`src/rtl/snake_pkg.sv`:
```
// rtl/snake_pkg.sv - shared types and constants for the snake head controller
package snake_pkg;

  localparam int COORD_W   = 5;
  localparam int HIST_W    = 2 * COORD_W;
  localparam int START_I   = 10;
  localparam int START_J   = 7;
  localparam int START_LEN = 3;

  // (31,31) is outside any legal grid, so an unused history slot never matches
  localparam logic [HIST_W-1:0] HIST_EMPTY = '1;

  typedef enum logic [1:0] {UP, DOWN, LEFT, RIGHT} dir_t;
  typedef enum logic [1:0] {IDLE, RUN, DEAD} state_t;

  function automatic logic is_reverse(input dir_t a, input dir_t b);
    return (a == UP    && b == DOWN) || (a == DOWN  && b == UP) ||
           (a == LEFT  && b == RIGHT) || (a == RIGHT && b == LEFT);
  endfunction

endpackage

```
`src/rtl/snake_history.sv`:
```
// rtl/snake_history.sv - body position shift register with masked parallel hit detect
module snake_history
  import snake_pkg::*;
#(
  parameter int MAX_LEN = 32
) (
  input  logic              clk,
  input  logic              reset,
  input  logic              i_shift,
  input  logic [HIST_W-1:0] i_entry,
  input  logic [HIST_W-1:0] i_query,
  input  logic [15:0]       i_limit,
  output logic              o_hit
);

  logic [HIST_W-1:0] r_hist [MAX_LEN];
  logic [MAX_LEN-1:0] w_hit_vec;

  function automatic logic [HIST_W-1:0] seed(input int k);
    if (k < START_LEN)
      return {COORD_W'(START_I), COORD_W'(START_J - k)};
    return HIST_EMPTY;
  endfunction

  always_ff @(posedge clk) begin
    if (reset) begin
      for (int k = 0; k < MAX_LEN; k++) r_hist[k] <= seed(k);
    end else if (i_shift) begin
      r_hist[0] <= i_entry;
      for (int k = 1; k < MAX_LEN; k++) r_hist[k] <= r_hist[k-1];
    end
  end

  // Only entries up to i_limit still belong to the body after this tick
  always_comb begin
    w_hit_vec = '0;
    for (int k = 0; k < MAX_LEN; k++)
      w_hit_vec[k] = (r_hist[k] == i_query) && (16'(k) <= i_limit);
  end

  assign o_hit = |w_hit_vec;

endmodule

```
`src/rtl/snake_head_ctrl.sv`:
```
// rtl/snake_head_ctrl.sv - snake head FSM, direction latch and length; SNAKE_WRAP_EN enables wraparound
module snake_head_ctrl
  import snake_pkg::*;
#(
  parameter int ROWS    = 16,
  parameter int COLS    = 16,
  parameter int MAX_LEN = 32
) (
  input  logic               clk,
  input  logic               reset,
  input  logic               sys,
  input  logic               btn_up,
  input  logic               btn_down,
  input  logic               btn_left,
  input  logic               btn_right,
  input  logic [COORD_W-1:0] food_i,
  input  logic [COORD_W-1:0] food_j,
  output logic [COORD_W-1:0] i_head,
  output logic [COORD_W-1:0] j_head,
  output logic [15:0]        length,
  output logic               gameOver,
  output logic               ate
);

`ifdef SNAKE_WRAP_EN
  localparam bit WRAP_EN = 1'b1;
`else
  localparam bit WRAP_EN = 1'b0;
`endif

  state_t r_state, w_state_nxt;
  dir_t   r_dir, r_last_dir, w_btn_dir, w_ref_dir;
  logic [COORD_W-1:0] r_i, r_j, w_ni, w_nj;
  logic [15:0] r_len, w_limit;
  logic r_ate;
  logic w_press, w_move, w_dir_ok, w_edge, w_wall, w_eat, w_hit, w_legal;

  assign w_press = btn_up | btn_down | btn_left | btn_right;

  always_comb begin
    w_btn_dir = RIGHT;
    if      (btn_up)   w_btn_dir = UP;
    else if (btn_down) w_btn_dir = DOWN;
    else if (btn_left) w_btn_dir = LEFT;
  end

  // A press coinciding with a tick is judged against the move being made now
  assign w_move    = (r_state == RUN) && sys;
  assign w_ref_dir = w_move ? r_dir : r_last_dir;
  assign w_dir_ok  = w_press && !is_reverse(w_btn_dir, w_ref_dir);

  always_comb begin
    w_ni   = r_i;
    w_nj   = r_j;
    w_edge = 1'b0;
    case (r_dir)
      UP: begin
        if (r_i == '0) begin w_edge = 1'b1; w_ni = COORD_W'(ROWS - 1); end
        else w_ni = r_i - COORD_W'(1);
      end
      DOWN: begin
        if (r_i == COORD_W'(ROWS - 1)) begin w_edge = 1'b1; w_ni = '0; end
        else w_ni = r_i + COORD_W'(1);
      end
      LEFT: begin
        if (r_j == '0) begin w_edge = 1'b1; w_nj = COORD_W'(COLS - 1); end
        else w_nj = r_j - COORD_W'(1);
      end
      default: begin
        if (r_j == COORD_W'(COLS - 1)) begin w_edge = 1'b1; w_nj = '0; end
        else w_nj = r_j + COORD_W'(1);
      end
    endcase
  end

  assign w_wall  = w_edge && !WRAP_EN;
  assign w_eat   = ({w_ni, w_nj} == {food_i, food_j});
  // When eating, the tail stays put, so it remains a collision target
  assign w_limit = w_eat ? (r_len - 16'd1) : (r_len - 16'd2);
  assign w_legal = w_move && !w_wall && !w_hit;

  snake_history #(.MAX_LEN(MAX_LEN)) u_history (
    .clk     (clk),
    .reset   (reset),
    .i_shift (w_legal),
    .i_entry ({w_ni, w_nj}),
    .i_query ({w_ni, w_nj}),
    .i_limit (w_limit),
    .o_hit   (w_hit)
  );

  always_comb begin
    w_state_nxt = r_state;
    case (r_state)
      IDLE:    if (w_press) w_state_nxt = RUN;
      RUN:     if (w_move && (w_wall || w_hit)) w_state_nxt = DEAD;
      default: w_state_nxt = DEAD;
    endcase
  end

  always_ff @(posedge clk) begin
    if (reset) r_state <= IDLE;
    else       r_state <= w_state_nxt;
  end

  always_ff @(posedge clk) begin
    if (reset) begin
      r_dir      <= RIGHT;
      r_last_dir <= RIGHT;
      r_i        <= COORD_W'(START_I);
      r_j        <= COORD_W'(START_J);
      r_len      <= 16'(START_LEN);
      r_ate      <= 1'b0;
    end else begin
      r_ate <= 1'b0;
      if (r_state != DEAD) begin
        if (w_dir_ok) r_dir <= w_btn_dir;
        if (w_legal) begin
          r_i        <= w_ni;
          r_j        <= w_nj;
          r_last_dir <= r_dir;
          r_ate      <= w_eat;
          if (w_eat && r_len < 16'(MAX_LEN)) r_len <= r_len + 16'd1;
        end
      end
    end
  end

  assign i_head   = r_i;
  assign j_head   = r_j;
  assign length   = r_len;
  assign gameOver = (r_state == DEAD);
  assign ate      = r_ate;

endmodule

```
`config.mk`:
```
export PLATFORM = sky130hd
export DESIGN_NAME = snake_head_ctrl
export DESIGN_NICKNAME = d
export VERILOG_FILES = /design/src/rtl/snake_pkg.sv /design/src/rtl/snake_history.sv /design/src/rtl/snake_head_ctrl.sv
export SDC_FILE = /design/constraint.sdc
export NUM_CORES = 1
export LEC_CHECK = 0
export ABC_AREA = 0
export BUFFER_PORTS_ARGS = -buffer_cell sky130_fd_sc_hd__buf_4
export CORE_UTILIZATION = 55
export CTS_BUF_LIST = sky130_fd_sc_hd__clkbuf_16
export DETAILED_ROUTE_END_ITERATION = 16
export MAX_ROUTING_LAYER = met4
export PLACE_DENSITY = 0.71
export SYNTH_ARGS = -nofsm -noshare
export SYNTH_HDL_FRONTEND = slang
export SYNTH_SLANG_ARGS = --single-unit
```
`constraint.sdc`:
```
create_clock -name clk -period 14.61 [get_ports clk]
set_clock_uncertainty 0.1 [all_clocks]
set_input_delay 0.7305 -clock clk [delete_from_list [all_inputs] [get_ports clk]]
set_output_delay 0.7305 -clock clk [all_outputs]
set_load 0.1 [all_outputs]
```
# == Word level (Yosys, flattened, before mapping) ==
# Memory sizes are Yosys's and may differ from the RTL's.
# Cells that the tools add are included.
# totals
regBits,33
ramBits,320
in_bits,17
out_inout_bits,28
wordCells,258
n_memories,1
# memory_table
name,words,word_bits,rd,rd_ports_with_merged_regs,write_ports,line_no,rtl
u_history.r_hist,32,10,32,0,32,snake_history.sv:16,logic [HIST_W-1:0] r_hist [MAX_LEN];
# classes
add_sub_neg,7
order_cmp,33
n_eq_ne,48
muxes,63
bitwise_logic,37
reduce_logical,62
# op_table
op,count
$mux W10,38
$eq A10 B10 Y1,33
$le A5 B16 Y1 const A,16
$le A4 B16 Y1 const A,8
$le A3 B16 Y1 const A,4
$logic_and A1 B1 Y1,42
$or A1 B1 Y1,35
$le A1 B16 Y1 const A,2
$le A2 B16 Y1 const A,2
$reduce_or A32 Y1,1
$mux W5,4
$pmux W5 S2,2
$add A16 B1 Y16 const B,1
$lt A16 B6 Y1 const B,1
$mux W16,1
$sub A16 B1 Y16 const B,1
$sub A16 B2 Y16 const B,1
$eq A2 B2 Y1 const B,6
$mux W1,11
$add A5 B1 Y5 const B,2
$eq A5 B4 Y1 const B,2
$logic_not A5 Y1,2
$mux W2,5
$sub A5 B1 Y5 const B,2
other kinds (13),28

# == Longest topological paths before layout ==
# Gate-level depths: netlist (run 1).
# logic_depth
depth_word,14
ltp_mapped,22
mapped_depth_nobuf,16

# == Cells and area by module ==
# A second synthesis (run 1) with hierarchy kept.
# unflattened
cells_unflattened,1568
hier_area_um2,18865.6
# by_module_without_submodules
module,instances,cells_per_inst,area_each_um2
snake_history,1,1235,16263.1
snake_head_ctrl,1,333,2602.5

# == Least setup slack after synthesis (run 1) ==
# No wires, ideal clock.
# synth_timing
path_kind,register to register
start,register r_j[0] (netlist: j_head[0])
end,"memory u_history.r_hist[0][0] (netlist bit), enable pin"
t_arrival_ns,10.386
path_slack_ns,1.715
path_stages_with_launch,20
n_path_buf,3
synth_period_minus_slack_ns,12.895
path_cell_list,dfxtp_1 clkbuf_1 inv_1 ha_1 mux2_1 nand2_1 xor2_2 o2111ai_1 or4_4 buf_4 nor3_2 o31ai_1 a211o_1 and4_1 a2111oi_0 a2111oi_2 and4_1 buf_2 nand2_1 nand2_1
# synth_rtl
element,line_no,rtl
start: declaration,snake_head_ctrl.sv:33,"logic [COORD_W-1:0] r_i, r_j, w_ni, w_nj;"
start signal: assignment,snake_head_ctrl.sv:111,r_j <= COORD_W'(START_J);
start signal: assignment,snake_head_ctrl.sv:120,r_j <= w_nj;
end: declaration,snake_history.sv:16,

==> flow_summary_export.csv, run 1 <==
group,metric,value,unit
run_status,status,"completed",
worst_setup_path,path_class,"flop to flop",
route,drt-total-wl,43610,um
placement,hpwl,27440,um
finish,syn_to_final_growth,9.561,%
worst_setup_path,crit_arrival,8410,ps
route,dr.pass1.iters,5,
grt,grt_pass1_vias,12180,
synth,synth-seq-area-share,54.12,%
clock_tree,cts.htree.levels,2,
grt,grt-ovfl-total,0,
power_and_ir_drop,powerDensity,119.6,nW/um^2
clock_tree,clock-sinks,353,
clock_tree,postCtsSetupRepairBufs,0,
route,vias,12370,
power_and_ir_drop,p_comb_share,17.4,%
worst_setup_path,end_kind,"flop",
clock_tree,root_buffer,"clkbuf_16",
placement,routabilityCongestion,0.9171,
worst_setup_path,reg2reg_depth,16,
grt,grt_util_met3,3.350,%
placement,portBuffers,44,
timing,tightest_slew,1237,ps
timing,clock.fmax,121.0,MHz
finish,multi_input_area,8252,sq um
floorplanning,initial_utilization,56.31,%
worst_setup_path,r2r-end,"u_history.r_hist[1][11]",
clock_tree,path_clk_slew,60,ps
finish,final_net_count,1656,
route,via_per_inst,5.886,
timing,slew_headroom,17.56,%
worst_setup_path,crit_required,14760,ps
worst_setup_path,reg2reg_from,"r_dir[1]",
grt,grt_use_total,25.80,%
floorplanning,fp.dieArea,35250,sq um
finish,finalInstanceArea,20790,sq um
run,drv_cap,0,
synth,ys.flop_type,"edfxtp_1",
route,dr.first_iter.drc_count,1103,
synth,syn-num-nets,1649,
synth,synth-edff-count,320,
floorplanning,ios,45,
finish,most-common-layout-cells,"edfxtp_1 (320), xnor2_1 (213), nand2b_1 (166), or2_2 (142), xor2_1 (122)",
clock_tree,clk_latency,550,ps
grt,grt_pass1_wl,69070,um
route,wl_per_cell,20.75,um
worst_setup_path,crit_fanout,105,
power_and_ir_drop,pwr-share-clk,36.9,%
clock_tree,cts_tree,"done",
finish,register_area,10270,sq um
synth,netlist_instances,1622,
timing,post-route-period-util,56.55,%
power_and_ir_drop,swShare,28.30,%
hold_path,worstHoldEndpoint,"r_state[0]",
clock_tree,cts_buffers,38,
timing,rsz0062_at_grt,"false",
timing,maxSlewViolCount,0,
synth,ys_seq_elements,353,
floorplanning,row_count,67,
grt,grt_max_degree,202,
finish,drive_above_1_share,17.11,%
clock_tree,hold_buffers,0,
hold_path,holdCritStartpoint,"r_state[0]",
finish,final_common_cell,"edfxtp_1",
synth,avgSynthCellArea,11.70,sq um
hold_path,hp-class,"flop to flop",
synth,synth_area,18980,sq um
power_and_ir_drop,intPower,0.001783,W
grt,grt_antenna_before_repair,0,
power_and_ir_drop,p_seq_share,45.7,%
timing,fin_crit,8262,ps
finish,n_fill_cell,2720,
worst_setup_path,cp-start-kind,"flop",
hold_path,min_path_cells,2,
synth,yosysWarnings,0,
power_and_ir_drop,p_leak,5.750,nW
synth,synth_cell_types,88,
synth,async_flop_share,0,%
placement,place_area,19630,sq um
floorplanning,core,33700,sq um
power_and_ir_drop,power,0.002487,W
route,drc_errors,0,
timing,fin_tns_setup,0,ps
route,antenna_left,0,
timing,hold_violations,0,
timing,setup_violations,0,
grt,met2_usage,39.81,%
clock_tree,cts_resized,0,
grt,met1_usage,35.74,%
power_and_ir_drop,peakVddDrop,0.08047,mV
finish,diodes,0,
clock_tree,cts_buffer_depth,3,
floorplanning,dieHeight,187.7,um
floorplanning,die_w,187.7,um
grt,busiest_layer,"met2",
power_and_ir_drop,p_sw,0.0007040,W
worst_setup_path,reg2reg_setup_slack,6350,ps
-- metrics by stage --
step           instances  util (%)  setup WS, ps  hold slack, ps
2_1_floorplan       1622         -          1715           361.8
3_3_place_gp        2037     58.25          6658           376.9
3_5_place_dp        2037     58.25          6475           385.3
4_1_cts             2102     61.69          6404           393.7
5_1_grt             2102     61.69          5797           418.6
6_report            2102     61.69          6348           392.3
-- registers in the layout, indices dropped and copies added, names as in the netlist --
name              cells
r_dir                 2
r_state               2
i_head                5
ate                   1
r_last_dir            2
j_head                5
u_history.r_hist    320
length               16
-- cell type report --
class	count	share of cell area, %
flip-flops and latches	353	49.40
multi-input cells	1154	39.69
clock buffers	39	4.694
well taps	448	2.696
repair buffers	61	2.263
clock inverters	26	0.8787
inverters	21	0.3792
-- synthesized netlist by cell type, types with 10 or more instances --
cell type | instances | area share [%]
buf_4 | 18 | 0.71
edfxtp_1 | 320 | 51
a31oi_1 | 11 | 0.36
xnor2_1 | 213 | 9.8
nand4_1 | 45 | 1.5
nand3_1 | 51 | 1.3
nand2b_1 | 166 | 5.5
nor4_1 | 37 | 1.2
nand2_1 | 35 | 0.69
ha_1 | 10 | 0.66
or2_2 | 142 | 4.7
o21ai_0 | 20 | 0.53
buf_2 | 15 | 0.40
and2_1 | 18 | 0.59
inv_1 | 21 | 0.42
dfxtp_1 | 33 | 3.5
xor2_1 | 122 | 5.6
buf_1 | 13 | 0.26
nor2b_1 | 13 | 0.43
nor3_1 | 44 | 1.2
nor2_1 | 47 | 0.93
clkbuf_1 | 48 | 0.95
a21oi_1 | 19 | 0.50
-- critical path, stage by stage (launching register included) --
cell and delay [ps]:
dfxtp_1 860, nand2b_1 180, and3_1 240, a2111oi_4 320, buf_4 620, xor2_1 270
or3_1 670, o31ai_4 340, xor2_1 790, nor2_1 330, and4b_1 320, a2111oi_2 430
nand4_2 410, nor3_4 280, buf_4 780, buf_4 740, nand2b_1 160
-- power groups by stage --
stage               Clock, W  Sequential, W  Combinational (W)
floorplan                  0        0.00119           0.000308
global placement           0        0.00116           0.000427
detailed placement         0        0.00116           0.000434
CTS                 0.000932        0.00114           0.000436
global route        0.000972        0.00114           0.000468
finish              0.000918        0.00114           0.000433
-- how the worst max path moves through the flow --
stage / to / from / depth (start not counted)
floorplan: u_history.r_hist[0][0] / j_head[0] / 19
global placement: u_history.r_hist[0][0] / r_dir[1] / 16
detailed placement: u_history.r_hist[1][11] / r_dir[1] / 16
CTS: u_history.r_hist[1][11] / r_dir[1] / 16
global route: u_history.r_hist[0][103] / r_dir[1] / 16
finish: u_history.r_hist[1][11] / r_dir[1] / 16
-- routing by layer --
| metal | wire length, um | vias up |
|---|---|---|
| li1 | - | 5765 |
| met1 | 20190 | 6203 |
| met2 | 20100 | 327 |
| met3 | 2183 | 77 |
| met4 | 1138 | 0 |
| met5 | 0 | - |
-- kinds of logic after synthesis --
logic type / Yosys count / synth area share [%]
mux: 9 / 0.5011
compound gates: 143 / 5.842
simple gates: 656 / 20.60
flops: 353 / 54.12
fa+ha+maj: 10 / 0.6594
xor+xnor: 336 / 15.55
buf+inv: 115 / 2.730
Power figures use the tool's default switching activity.
==> run 2, diff against run 1 <==
--- a/config.mk
+++ b/config.mk
@@ -11,7 +11,7 @@
 export CTS_BUF_LIST = sky130_fd_sc_hd__clkbuf_16
 export DETAILED_ROUTE_END_ITERATION = 16
 export MAX_ROUTING_LAYER = met4
-export PLACE_DENSITY = 0.71
+export PLACE_DENSITY = 0.74
 export SYNTH_ARGS = -nofsm -noshare
 export SYNTH_HDL_FRONTEND = slang
 export SYNTH_SLANG_ARGS = --single-unit
==> constraint.sdc (replaced) <==
create_clock -name clk -period 7.2 [get_ports clk]
set_clock_uncertainty 0.1 [all_clocks]
set_input_delay 0.36 -clock clk [delete_from_list [all_inputs] [get_ports clk]]
set_output_delay 0.36 -clock clk [all_outputs]
set_load 0.1 [all_outputs]
==> run 2 against run 1 <==
Against the previous run:
- critical path depth up 1
- sequential power is 100% higher
- maximum frequency rose by 25%
- wire length grew 1.1%
- sequential share of layout area down 0.83 points
- combinational power is 110% higher
- clock power increased by 110%
- register-to-register slack got worse by 5800 ps
- via count rose by 1.5%
- non-clock buffer count increased by 17
- clock-buffer cell count rose by 1
- critical path type unchanged
==> flow_summary_export.csv, run 2 (synthesized netlist as in run 1, its figures left out) <==
group,metric,value,unit
finish,syn_to_final_growth,11.44,%
grt,grt_pass1_vias,12550,
floorplanning,die_w,187.7,um
placement,portBuffers,44,
finish,largest_reg_flops,320,
grt,grt_pass1_wl,70190,um
power_and_ir_drop,p_leak,5.912,nW
route,antenna_left,0,
timing,post-route-period-util,91.85,%
floorplanning,dieHeight,187.7,um
route,dr.pass1.iters,5,
power_and_ir_drop,peakVddDrop,0.2192,mV
worst_setup_path,crit_fanout,50,
finish,final_net_count,1673,
hold_path,min_path_cells,4,
worst_setup_path,path_class,"flop to flop",
floorplanning,core,33700,sq um
floorplanning,ios,45,
route,drc_errors,0,
route,routed.top_layer,"met4",
run,drv_cap,0,
worst_setup_path,crit_arrival,6710,ps
grt,grt-ovfl-total,0,
timing,maxSlewViolCount,0,
placement,routabilityCongestion,0.9776,
clock_tree,cts_buffers,38,
hold_path,hp-class,"primary input to flop",
clock_tree,cts_tree,"done",
timing,fin_tns_setup,0,ps
timing,clock.fmax,151.2,MHz
clock_tree,clk_latency,530,ps
timing,hold_violations,0,
clock_tree,clock-sinks,353,
clock_tree,postCtsSetupRepairBufs,0,
power_and_ir_drop,powerDensity,243.6,nW/um^2
worst_setup_path,r2r-end,"u_history.r_hist[1][54]",
clock_tree,cts.htree.levels,2,
route,wl_met1,19960,um
finish,drive_above_1_share,17.99,%
floorplanning,fp.dieArea,35250,sq um
route,via_per_inst,5.919,
route,dr.first_iter.drc_count,1131,
finish,n_fill_cell,2611,
clock_tree,cts_buffer_depth,3,
placement,dp_cells,2054,
worst_setup_path,reg2reg_from,"i_head[0]",
route,wl_per_cell,20.78,um
timing,fin_crit,6613,ps
finish,final_common_cell,"edfxtp_1",
clock_tree,cts_resized,0,
placement,hpwl,29180,um
hold_path,worstHoldEndpoint,"r_dir[1]",
grt,grt_antenna_before_repair,1,
finish,diodes,0,
clock_tree,path_clk_slew,60,ps
grt,grt_max_degree,109,
hold_path,holdCritStartpoint,"btn_up",
run_status,status,"completed",
clock_tree,hold_buffers,0,
route,dr_wl_met3,2753,um
worst_setup_path,reg2reg_depth,17,
timing,setup_violations,0,
worst_setup_path,reg2reg_setup_slack,590,ps
finish,top_register,"u_history.r_hist",
timing,slew_headroom,41.88,%
worst_setup_path,crit_required,7300,ps
grt,grt_use_total,26.20,%
floorplanning,initial_utilization,56.31,%
route,vias,12560,
route,drt-total-wl,44080,um
route,dr_wl_met2,20460,um
clock_tree,root_buffer,"clkbuf_16",
worst_setup_path,cp-start-kind,"flop",
worst_setup_path,end_kind,"flop",
finish,most-common-layout-cells,"edfxtp_1 (320), xnor2_1 (213), nand2b_1 (166), or2_2 (142), xor2_1 (121)",
timing,rsz0062_at_grt,"false",
timing,tightest_slew,871.8,ps
finish,finalNonFillerCells,2121,
floorplanning,row_count,67,
## run 2: power breakdown
group          switching [W]  leakage, nW  total (W)  internal, W
registers          0.0000303         2.59    0.00230      0.00227
clock network       0.000796        0.654    0.00194      0.00115
logic               0.000594         2.67   0.000908     0.000314
total                0.00142         5.91    0.00515      0.00373
## run 2: metrics by stage
stage                     utilization, %  power (W)  setup WS [ps]  area (sq um)  hold slack, ps
after floorplan                        -   0.002990          197.6         18990           361.8
after global placement             59.03   0.003236          602.5         19890           375.7
after detailed placement           59.03   0.003248          485.5         19890           382.7
after CTS                          62.73   0.005183          492.7         21140           71.88
after global routing               62.75   0.005330          180.3         21150           98.88
final                              62.75   0.005152          586.9         21150           69.79
## run 2: critical path: stages (launching register included)
cell	delay (ps)
dfxtp_1	430
inv_1	120
ha_1	230
nor4b_2	200
nor4_1	570
nor4b_1	130
a2111o_1	390
or3_1	580
o31a_1	440
o31ai_1	280
a211o_1	330
and4_1	380
o22ai_1	170
a2111oi_4	400
and4_1	400
nand2_1	250
nand2_8	400
buf_4	390
## run 2: area by class of cell
type	instances	area, sq um	share of cell area [%]
clock buffers	40	1001	4.733
multi-input cells	1154	8268	39.10
repair buffers	78	723.2	3.420
well taps	448	560.5	2.651
flip-flops and latches	353	10270	48.57
clock inverters	27	245.2	1.160
inverters	21	78.83	0.3728
## run 2: worst max path at each step
stage               startpoint                       to  slack (ps)  depth (start not counted)
floorplan            j_head[0]   u_history.r_hist[0][0]         200                         19
global placement     i_head[0]  u_history.r_hist[1][50]         600                         16
detailed placement   i_head[0]  u_history.r_hist[1][54]         490                         17
CTS                  i_head[0]  u_history.r_hist[1][91]         490                         17
global route          r_dir[0]  u_history.r_hist[1][91]         180                         15
finish               i_head[0]  u_history.r_hist[1][54]         590                         17
## run 2: per-layer routing
metal | vias up | GRT usage (%)
met1 | 6263 | 36.57
met4 | 0 | 6.504
met2 | 416 | 40.16
met3 | 66 | 4.118
met5 | - | -
li1 | 5810 | -
